**src/rtl/dot_product_engine.sv**
```systemverilog
// dot_product_engine: streams signed weight/activation pairs through a
// two-stage multiply/accumulate pipeline, adds a bias and returns one
// saturated signed result over a valid/ready handshake.
//
// Build option: define DOT_RELU_EN to clamp negative results to zero after
// saturation. out_sat still reports only the saturation step.
//
// ACC_WIDTH must be at least 2*DATA_WIDTH so a full product fits unclipped.

`timescale 1ns/1ps

module dot_product_engine #(
  parameter int DATA_WIDTH = 32,
  parameter int ACC_WIDTH  = 64,
  parameter int LEN_WIDTH  = 9
) (
  input  logic                  clk,
  input  logic                  reset,
  input  logic                  start,
  input  logic [LEN_WIDTH-1:0]  vec_len,
  input  logic [DATA_WIDTH-1:0] bias,
  input  logic                  in_valid,
  output logic                  in_ready,
  input  logic [DATA_WIDTH-1:0] weight,
  input  logic [DATA_WIDTH-1:0] act,
  output logic                  out_valid,
  input  logic                  out_ready,
  output logic [DATA_WIDTH-1:0] out_data,
  output logic                  out_sat,
  output logic                  busy
);

  typedef enum logic [2:0] {
    S_IDLE,
    S_ACCUM,
    S_DRAIN,
    S_FINISH,
    S_OUTPUT
  } state_e;

  // Saturation bounds expressed in accumulator width.
  localparam logic signed [ACC_WIDTH-1:0] SAT_MAX =
    ACC_WIDTH'({1'b0, {(DATA_WIDTH-1){1'b1}}});
  localparam logic signed [ACC_WIDTH-1:0] SAT_MIN = ~SAT_MAX;

  localparam logic [DATA_WIDTH-1:0] DATA_MAX = {1'b0, {(DATA_WIDTH-1){1'b1}}};
  localparam logic [DATA_WIDTH-1:0] DATA_MIN = {1'b1, {(DATA_WIDTH-1){1'b0}}};

  // ---------------------------------------------------------------------
  // State
  // ---------------------------------------------------------------------
  state_e                       state_q,      state_d;
  logic [LEN_WIDTH-1:0]         len_q,        len_d;
  logic [DATA_WIDTH-1:0]        bias_q,       bias_d;
  logic [LEN_WIDTH-1:0]         cnt_q,        cnt_d;
  logic signed [ACC_WIDTH-1:0]  acc_q,        acc_d;
  logic signed [ACC_WIDTH-1:0]  prod_q,       prod_d;
  logic                         prod_vld_q,   prod_vld_d;
  logic [DATA_WIDTH-1:0]        out_data_q,   out_data_d;
  logic                         out_sat_q,    out_sat_d;
  logic                         out_valid_q,  out_valid_d;

  // ---------------------------------------------------------------------
  // Datapath helpers
  // ---------------------------------------------------------------------
  logic signed [2*DATA_WIDTH-1:0] prod_full;
  logic signed [ACC_WIDTH-1:0]    prod_ext;
  logic signed [ACC_WIDTH-1:0]    bias_ext;
  logic signed [ACC_WIDTH-1:0]    sum;
  logic                           xfer;
  logic                           last_xfer;
  logic [DATA_WIDTH-1:0]          sat_data;
  logic                           sat_flag;
  logic [DATA_WIDTH-1:0]          res_data;

  // Full-precision signed product, widened to the accumulator.
  assign prod_full = $signed(weight) * $signed(act);
  assign prod_ext  = ACC_WIDTH'(prod_full);
  assign bias_ext  = ACC_WIDTH'($signed(bias_q));
  assign sum       = acc_q + bias_ext;

  // in_ready depends only on registered state, never on in_valid.
  assign in_ready  = (state_q == S_ACCUM) && (cnt_q < len_q);
  assign xfer      = in_valid && in_ready;
  assign last_xfer = xfer && (cnt_q == len_q - LEN_WIDTH'(1));

  // Clip the biased sum to the signed output range.
  always_comb begin
    // NOTE: every always_comb output gets a default first so no path can
    // leave it unassigned and infer a latch.
    sat_data = sum[DATA_WIDTH-1:0];
    sat_flag = 1'b0;
    if (sum > SAT_MAX) begin
      sat_data = DATA_MAX;
      sat_flag = 1'b1;
    end else if (sum < SAT_MIN) begin
      sat_data = DATA_MIN;
      sat_flag = 1'b1;
    end
  end

`ifdef DOT_RELU_EN
  // Negative results clamp to zero; saturation flag is untouched.
  assign res_data = sat_data[DATA_WIDTH-1] ? '0 : sat_data;
`else
  assign res_data = sat_data;
`endif

  // ---------------------------------------------------------------------
  // Next-state, pipeline and output logic
  // ---------------------------------------------------------------------
  always_comb begin
    state_d     = state_q;
    len_d       = len_q;
    bias_d      = bias_q;
    cnt_d       = cnt_q;
    acc_d       = acc_q;
    prod_d      = prod_q;
    prod_vld_d  = xfer;
    out_data_d  = out_data_q;
    out_sat_d   = out_sat_q;
    out_valid_d = out_valid_q;

    // Stage 1 captures the product of the accepted pair.
    if (xfer) begin
      prod_d = prod_ext;
    end

    // Stage 2 folds the previous product into the accumulator (wrapping).
    if (prod_vld_q) begin
      acc_d = acc_q + prod_q;
    end

    unique case (state_q)
      S_IDLE: begin
        if (start) begin
          len_d  = vec_len;
          bias_d = bias;
          cnt_d  = '0;
          acc_d  = '0;
          state_d = (vec_len == '0) ? S_FINISH : S_ACCUM;
        end
      end

      S_ACCUM: begin
        if (xfer) begin
          cnt_d = cnt_q + LEN_WIDTH'(1);
        end
        if (last_xfer) begin
          state_d = S_DRAIN;
        end
      end

      // Lets the final product land in the accumulator.
      S_DRAIN: begin
        state_d = S_FINISH;
      end

      S_FINISH: begin
        out_data_d  = res_data;
        out_sat_d   = sat_flag;
        out_valid_d = 1'b1;
        state_d     = S_OUTPUT;
      end

      // Result held stable until the consumer takes it.
      S_OUTPUT: begin
        if (out_ready) begin
          out_valid_d = 1'b0;
          state_d     = S_IDLE;
        end
      end

      default: begin
        state_d = S_IDLE;
      end
    endcase
  end

  // State and datapath registers; reset aborts any operation in flight.
  always_ff @(posedge clk or negedge reset) begin
    if (!reset) begin
      // NOTE: sequential state uses non-blocking assignments so every flop
      // samples the pre-edge values regardless of statement order.
      state_q     <= S_IDLE;
      len_q       <= '0;
      bias_q      <= '0;
      cnt_q       <= '0;
      acc_q       <= '0;
      prod_q      <= '0;
      prod_vld_q  <= 1'b0;
      out_data_q  <= '0;
      out_sat_q   <= 1'b0;
      out_valid_q <= 1'b0;
    end else begin
      state_q     <= state_d;
      len_q       <= len_d;
      bias_q      <= bias_d;
      cnt_q       <= cnt_d;
      acc_q       <= acc_d;
      prod_q      <= prod_d;
      prod_vld_q  <= prod_vld_d;
      out_data_q  <= out_data_d;
      out_sat_q   <= out_sat_d;
      out_valid_q <= out_valid_d;
    end
  end

  assign out_valid = out_valid_q;
  assign out_data  = out_data_q;
  assign out_sat   = out_sat_q;
  assign busy      = (state_q != S_IDLE);

endmodule

```
**config.mk**
```make
export PLATFORM = sky130hd
export DESIGN_NAME = dot_product_engine
export DESIGN_NICKNAME = d
export VERILOG_FILES = /design/src/rtl/dot_product_engine.sv
export SDC_FILE = /design/constraint.sdc
export NUM_CORES = 2
export LEC_CHECK = 0
export CAP_MARGIN = 30
export CORE_AREA = 2 2 288 290
export DETAILED_ROUTE_END_ITERATION = 10
export DIE_AREA = 0 0 290 292
export HOLD_SLACK_MARGIN = 0.03
export PLACE_DENSITY = 0.83
export SYNTH_ARGS = -nofsm -noshare
export SYNTH_HDL_FRONTEND = slang
export SYNTH_SLANG_ARGS = --single-unit
```
**constraint.sdc**
```tcl
create_clock -name clk -period 4.94 [get_ports clk]
set_input_delay 0.741 -clock clk [delete_from_list [all_inputs] [get_ports clk]]
set_output_delay 0.741 -clock clk [all_outputs]
set_load 0.02 [all_outputs]
```
==> results by group, run 1 <==
Run status
  – Status: stopped before the end
  – Exit stage: global routing (5_1_grt)
  – Stop err: [ERROR GRT-0232] Routing congestion too high. Check the congestion heatmap in the GUI.

Clock network
  – Clock tree buffer depth: 3
  – Clock sinks: 216
  – Clk root buf: clkbuf_16
  – H-Tree Depth: 1
  – Clock buffer count from CTS: 24

Synth
  – Synth top area cells: fa_1, dfrtp_1, ha_1, inv_1, and2_1
  – Ys flop type: dfrtp_1
  – Synth warnings: 0
  – Yosys cell types: 81
  – Sequential share of the synthesized area: 10.3%
  – Seq cells post-synth: roughly 220
  – Syn nets: 7340
  – Ys async rst share: 100%
  – Synth area leader: fa_1
  – Post-Synthesis Cells: about 5.8k
  – Post-synth EDFFs: 0
  – Post-synth top area share: about two fifths
  – Syn Area/Cell: ~9 sq um
  – Post-Synthesis Cell Area: between 0.05 and 0.06 sq mm

Die
  – Die Wd: 290 um
  – Num ports: 146
  – Die Y: slightly below 300 um
  – # rows: about 110
  – Initial core utilization: around 64%

Timing
  – WEP type: sequential cell input
  – Worst_ep grt: prod_q[60]$_DFFE_PN0P_/D

GRT
  – Initial antenna violation count: 36
  – Grt ovf: 17
  – Largest net degree at the start of global routing: 121
  – Overall routing resource usage: roughly two thirds

Place
  – DP Worst Slack: -3.67 ns
  – Final GP Congestion: approximately 0.96
  – I/O Buffers: between 100 and 150
  – Detailed Place HPWL: approximately 120 mm
per-stage QoR:
stage          instance area [sq um]  cells
3_5_place_dp                   59200   7218
2_1_floorplan                  53500   5825
3_3_place_gp                   59200   7218
4_1_cts                        63800   7440
routing by layer:
metal / global-route usage [%] / overflow
met3: 54.1 / 2
met1: 65.9 / 2
met5: 39.1 / 0
met2: 81.2 / 6
met4: 59.1 / 7
cells in the mapped netlist, types with 6 or more instances:
| master | n |
|---|---|
| fa_1 | 1084 |
| inv_1 | 1033 |
| nand2_1 | 806 |
| and2_1 | 527 |
| ha_1 | 321 |
| clkbuf_1 | 278 |
| nor2_1 | 238 |
| a21oi_1 | 219 |
| o21ai_0 | 219 |
| dfrtp_1 | 216 |
| xnor2_1 | 122 |
| a21o_1 | 89 |
| xor2_1 | 78 |
| nand4_1 | 47 |
| mux2i_1 | 44 |
| nand3_1 | 42 |
| nor3_1 | 36 |
| o21bai_1 | 35 |
| o21a_1 | 31 |
| o32ai_2 | 30 |
| a31oi_1 | 27 |
| nand2b_1 | 24 |
| a211oi_1 | 22 |
| o211ai_1 | 22 |
| nor2b_1 | 17 |
| and3_1 | 15 |
| nor4_1 | 12 |
| o31ai_1 | 12 |
| a41oi_1 | 11 |
| or3_1 | 9 |
| a21boi_0 | 7 |
| a311oi_1 | 7 |
| nand3b_1 | 7 |
| o21ai_1 | 7 |
| buf_1 | 6 |
| buf_6 | 6 |
| mux2_2 | 6 |
| nand4b_1 | 6 |
| o22ai_1 | 6 |
| o31a_1 | 6 |
| or4_1 | 6 |
cell families after synthesis:
kind of cell | Yosys count | share of synthesized area [%]
adder cells (fa/ha/maj) | 1405 | 49.0
XOR/XNOR | 200 | 3.34
AO/OA/AOI/OAI | 811 | 10.2
multiplexers | 50 | 0.967
buffers and inverters | 1328 | 9.59
flip-flops | 216 | 10.3
AND/OR/NAND/NOR | 1815 | 16.6
what timing repair did:
| item | 4_1_cts |
|---|---|
| pin swaps | 360 |
| setup endpoints to repair | 74 |
| resized for setup | 805 |
| cloned | 32 |
| hold buffers | 0 |
| setup buffers | 163 |
==> inputs of run 2 (changes only) <==
--- a/config.mk
+++ b/config.mk
@@ -6,11 +6,10 @@
 export NUM_CORES = 2
 export LEC_CHECK = 0
 export CAP_MARGIN = 30
-export CORE_AREA = 2 2 288 290
+export CORE_AREA = 2 2 366 368
 export DETAILED_ROUTE_END_ITERATION = 10
-export DIE_AREA = 0 0 290 292
-export HOLD_SLACK_MARGIN = 0.03
-export PLACE_DENSITY = 0.83
+export DIE_AREA = 0 0 368 370
+export PLACE_DENSITY_LB_ADDON = 0.15
 export SYNTH_ARGS = -nofsm -noshare
 export SYNTH_HDL_FRONTEND = slang
 export SYNTH_SLANG_ARGS = --single-unit
==> run 2 against run 1 <==
- the flow now finishes, with violations (negative setup slack)
- area after synthesis unchanged
- synthesized cell count unchanged
==> results by group, run 2 <==
GRT
  – Largest net degree at the start of global routing: 95
  – Initial antenna violation count: 1
  – Grt ovf: 0
  – Global-route track usage on met3: around 1.9%
  – Vias in the first global route: between 40k and 50k
  – GRT busiest layer: met2
  – Overall routing resource usage: between 20% and 30%
  – First-pass GRT wire length: roughly 250 mm
  – Met1 GRT Util: between 30% and 40%
  – M2 GR Usage: between 30% and 40%

Flow run
  – Max Cap Viol: 0

Synth
  – Syn nets: 7340 (unchanged)
  – Post-synth top area share: 41.3% (unchanged)
  – Count leader, synth: fa_1
  – Seq cells post-synth: 216 (unchanged)
  – Synth warnings: 0 (unchanged)
  – Yosys cell types: 81 (unchanged)
  – Commonest cells in the netlist: fa_1, inv_1, nand2_1
  – Post-synth EDFFs: 0 (unchanged)
  – Mux contribution to synthesized area: 0.967% (unchanged)
  – Largest family of logic cells by synthesized area: adder cells
  – Sequential share of the synthesized area: 10.3% (unchanged)
  – Post-Synthesis Cell Area: 0.0525 sq mm (unchanged)
  – Post-synthesis xor/xnor area fraction: 3.34% (unchanged)
  – Post-Synthesis Cells: 5825 (unchanged)
  – Synth top area cells: fa_1, dfrtp_1, ha_1, inv_1, and2_1
  – Ys flop type: dfrtp_1
  – Synth Area in Simple Gates: 16.6% (unchanged)
  – Synth area leader: fa_1
  – Syn Area/Cell: 9.02 sq um (unchanged)
  – Ys async rst share: 100% (unchanged)
  – Post-synthesis compound-gate area fraction: 10.2% (unchanged)
  – Adder-Cell Fraction of Synth Area: 49.0% (unchanged)

Cells and area
  – Most frequent cells in the layout: fa_1, inv_1, nand2_1
  – Final non-filler cell total: slightly above 8k
  – Multi-input gate area in the final layout: 0.0440 sq mm
  – Top flop regs: acc_q: 64 flops, prod_q: 64 flops
  – Most common cell after layout, fill and taps aside: fa_1
  – Layout fillers: roughly 12k
  – Area growth, synth to finish: 24.4%
  – Nets: approximately 7.9k
  – N_diodes: 0
  – Register area: between 0.005 and 0.006 sq mm
  – Share of layout cells above drive strength 1: roughly 20%

Routing
  – Number of remaining DRC errors: 0
  – Routed wire length: roughly 160 mm
  – Via density: ~5
  – Post-route ant nets: 0
  – Avg WL per Cell: 19.0 um
  – Drt pass-1 iters: 5
  – Initial DRC Count: 2179
  – Via count: a little over 40k

Place
  – I/O Buffers: 145 (unchanged)
  – Final GP Congestion: 0.905 (-5.5%)
  – Detailed Place HPWL: 124 mm (+5.9%)
  – Placed insts: 7942 (+10%)

Worst setup path
  – Largest fanout on the critical path: 9
  – CP arrival: about 8 ns
  – Bufs and invs on worst path: 7
  – Crit path capture type: flop
  – Most frequent cell on the critical path: fa_1
  – Critical Path Start Type: input pin
  – Peak per-stage delay on the critical path: just under 0.6 ns
  – Cell family contributing the most delay on the critical path: adder cells
  – Worst path slowest cell: fa_1
  – Worst Path Required: approximately 5.4 ns
  – Start-to-end type of the worst setup path: input pin to flop
  – R2R setup slack: about 0.32 ns

Clock network
  – Clock buffer count from CTS: 23 (-4.2%)
  – Clk root buf: clkbuf_16
  – Clock tree buffer depth: 3 (unchanged)
  – Clk Latency, worst-skew pair: about 0.56 ns
  – Clock slew at reported path FFs: 0.07 ns
  – Clock sinks: 216 (unchanged)
  – H-Tree Depth: 1 (unchanged)
  – CTS tree: yes

Timing
  – Worst slew margin: a little under two fifths
  – Min Tclk post-route: 7.58 ns
  – Slew Limit Fails: 0
  – Fin Clk Skew: around 0.012 ns
  – RSZ-0062 raised after global routing: true
  – Fmax: 132 MHz
  – Fin. Hold Viols: 0
  – Worst setup margin: -2.64 ns
  – Setup tns final: -105.40 ns
  – Final setup fails: 55
  – Worst slew pin tran: slightly above 0.9 ns
  – Final period utilization: 153%

Run status
  – Status: finished with violations
  – Failing checks: negative setup slack

Die
  – # rows: 134 (+28%)
  – Die Wd: 368 um (+27%)
  – Core footprint: about 0.13 sq mm
  – Die Y: 370 um (+27%)
  – Num ports: 146 (unchanged)
  – Initial core utilization: 39.7% (-25 points)
  – Die Area: between 0.1 and 0.15 sq mm

Worst hold path
  – Hold Path Class: input pin to asynchronous set/reset pin
==> run 2: cell counts after synthesis <==
No cell type changed its count.
==> run 2: final cells by class <==
class	instances	area share, %
clock inverters	15	0.264
flip-flops and latches	216	8.28
clock buffers	26	0.913
repair buffers	837	13.9
multi-input cells	4281	67.3
inverters	1034	5.96
well taps	1768	3.39
==> run 2: final timing paths <==
check / endpoint / startpoint / depth (start not counted)
hold / removal: len_q[2] / reset / 1
hold reg to reg: prod_q[0] / prod_q[0] / 2
setup reg to reg: out_data[0] / acc_q[0] / 15
min in group clk: prod_q[0] / prod_q[0] / 2
max in group asynchronous: acc_q[0] / reset / 2
setup / recovery: prod_q[54] / act[12] / 28
==> run 2: metrics by stage <==
stage	hold slack (ns)	area (sq um)	worst slack (ns)	utilization, %
6_report	0.126	65300	-2.64	49.3
5_1_grt	0.190	65300	-2.82	49.3
4_1_cts	0.203	64600	-2.64	48.8
3_5_place_dp	0.468	60300	-3.75	45.6
3_3_place_gp	0.463	60200	-3.62	45.5
2_1_floorplan	0.443	53500	-2.94	-
==> run 2: cells by family after synthesis <==
logic type               count (synthesis)
XOR/XNOR                               200
flip-flops                             216
buffers and inverters                 1328
AND/OR/NAND/NOR                       1815
AO/OA/AOI/OAI                          811
multiplexers                            50
adder cells (fa/ha/maj)               1405
==> run 2: per-layer routing <==
metal	wire length (um)	vias to the layer above
met5	0	-
met4	3520	0
met3	6790	171
met2	73500	940
met1	71300	21100
li1	-	19300
==> run 2: what timing repair did <==
| action | CTS | global route |
|---|---|---|
| gates cloned | 38 | 2 |
| buffers inserted | 137 | 38 |
| pin swaps | 217 | 153 |
| hold buffers | 0 | 0 |
| resized for setup | 699 | 182 |
| setup endpoints to repair | 56 | 88 |
Power of run 2 is not shown: default switching activity piles up to over one toggle a cycle in this logic, so the estimate is an artifact.
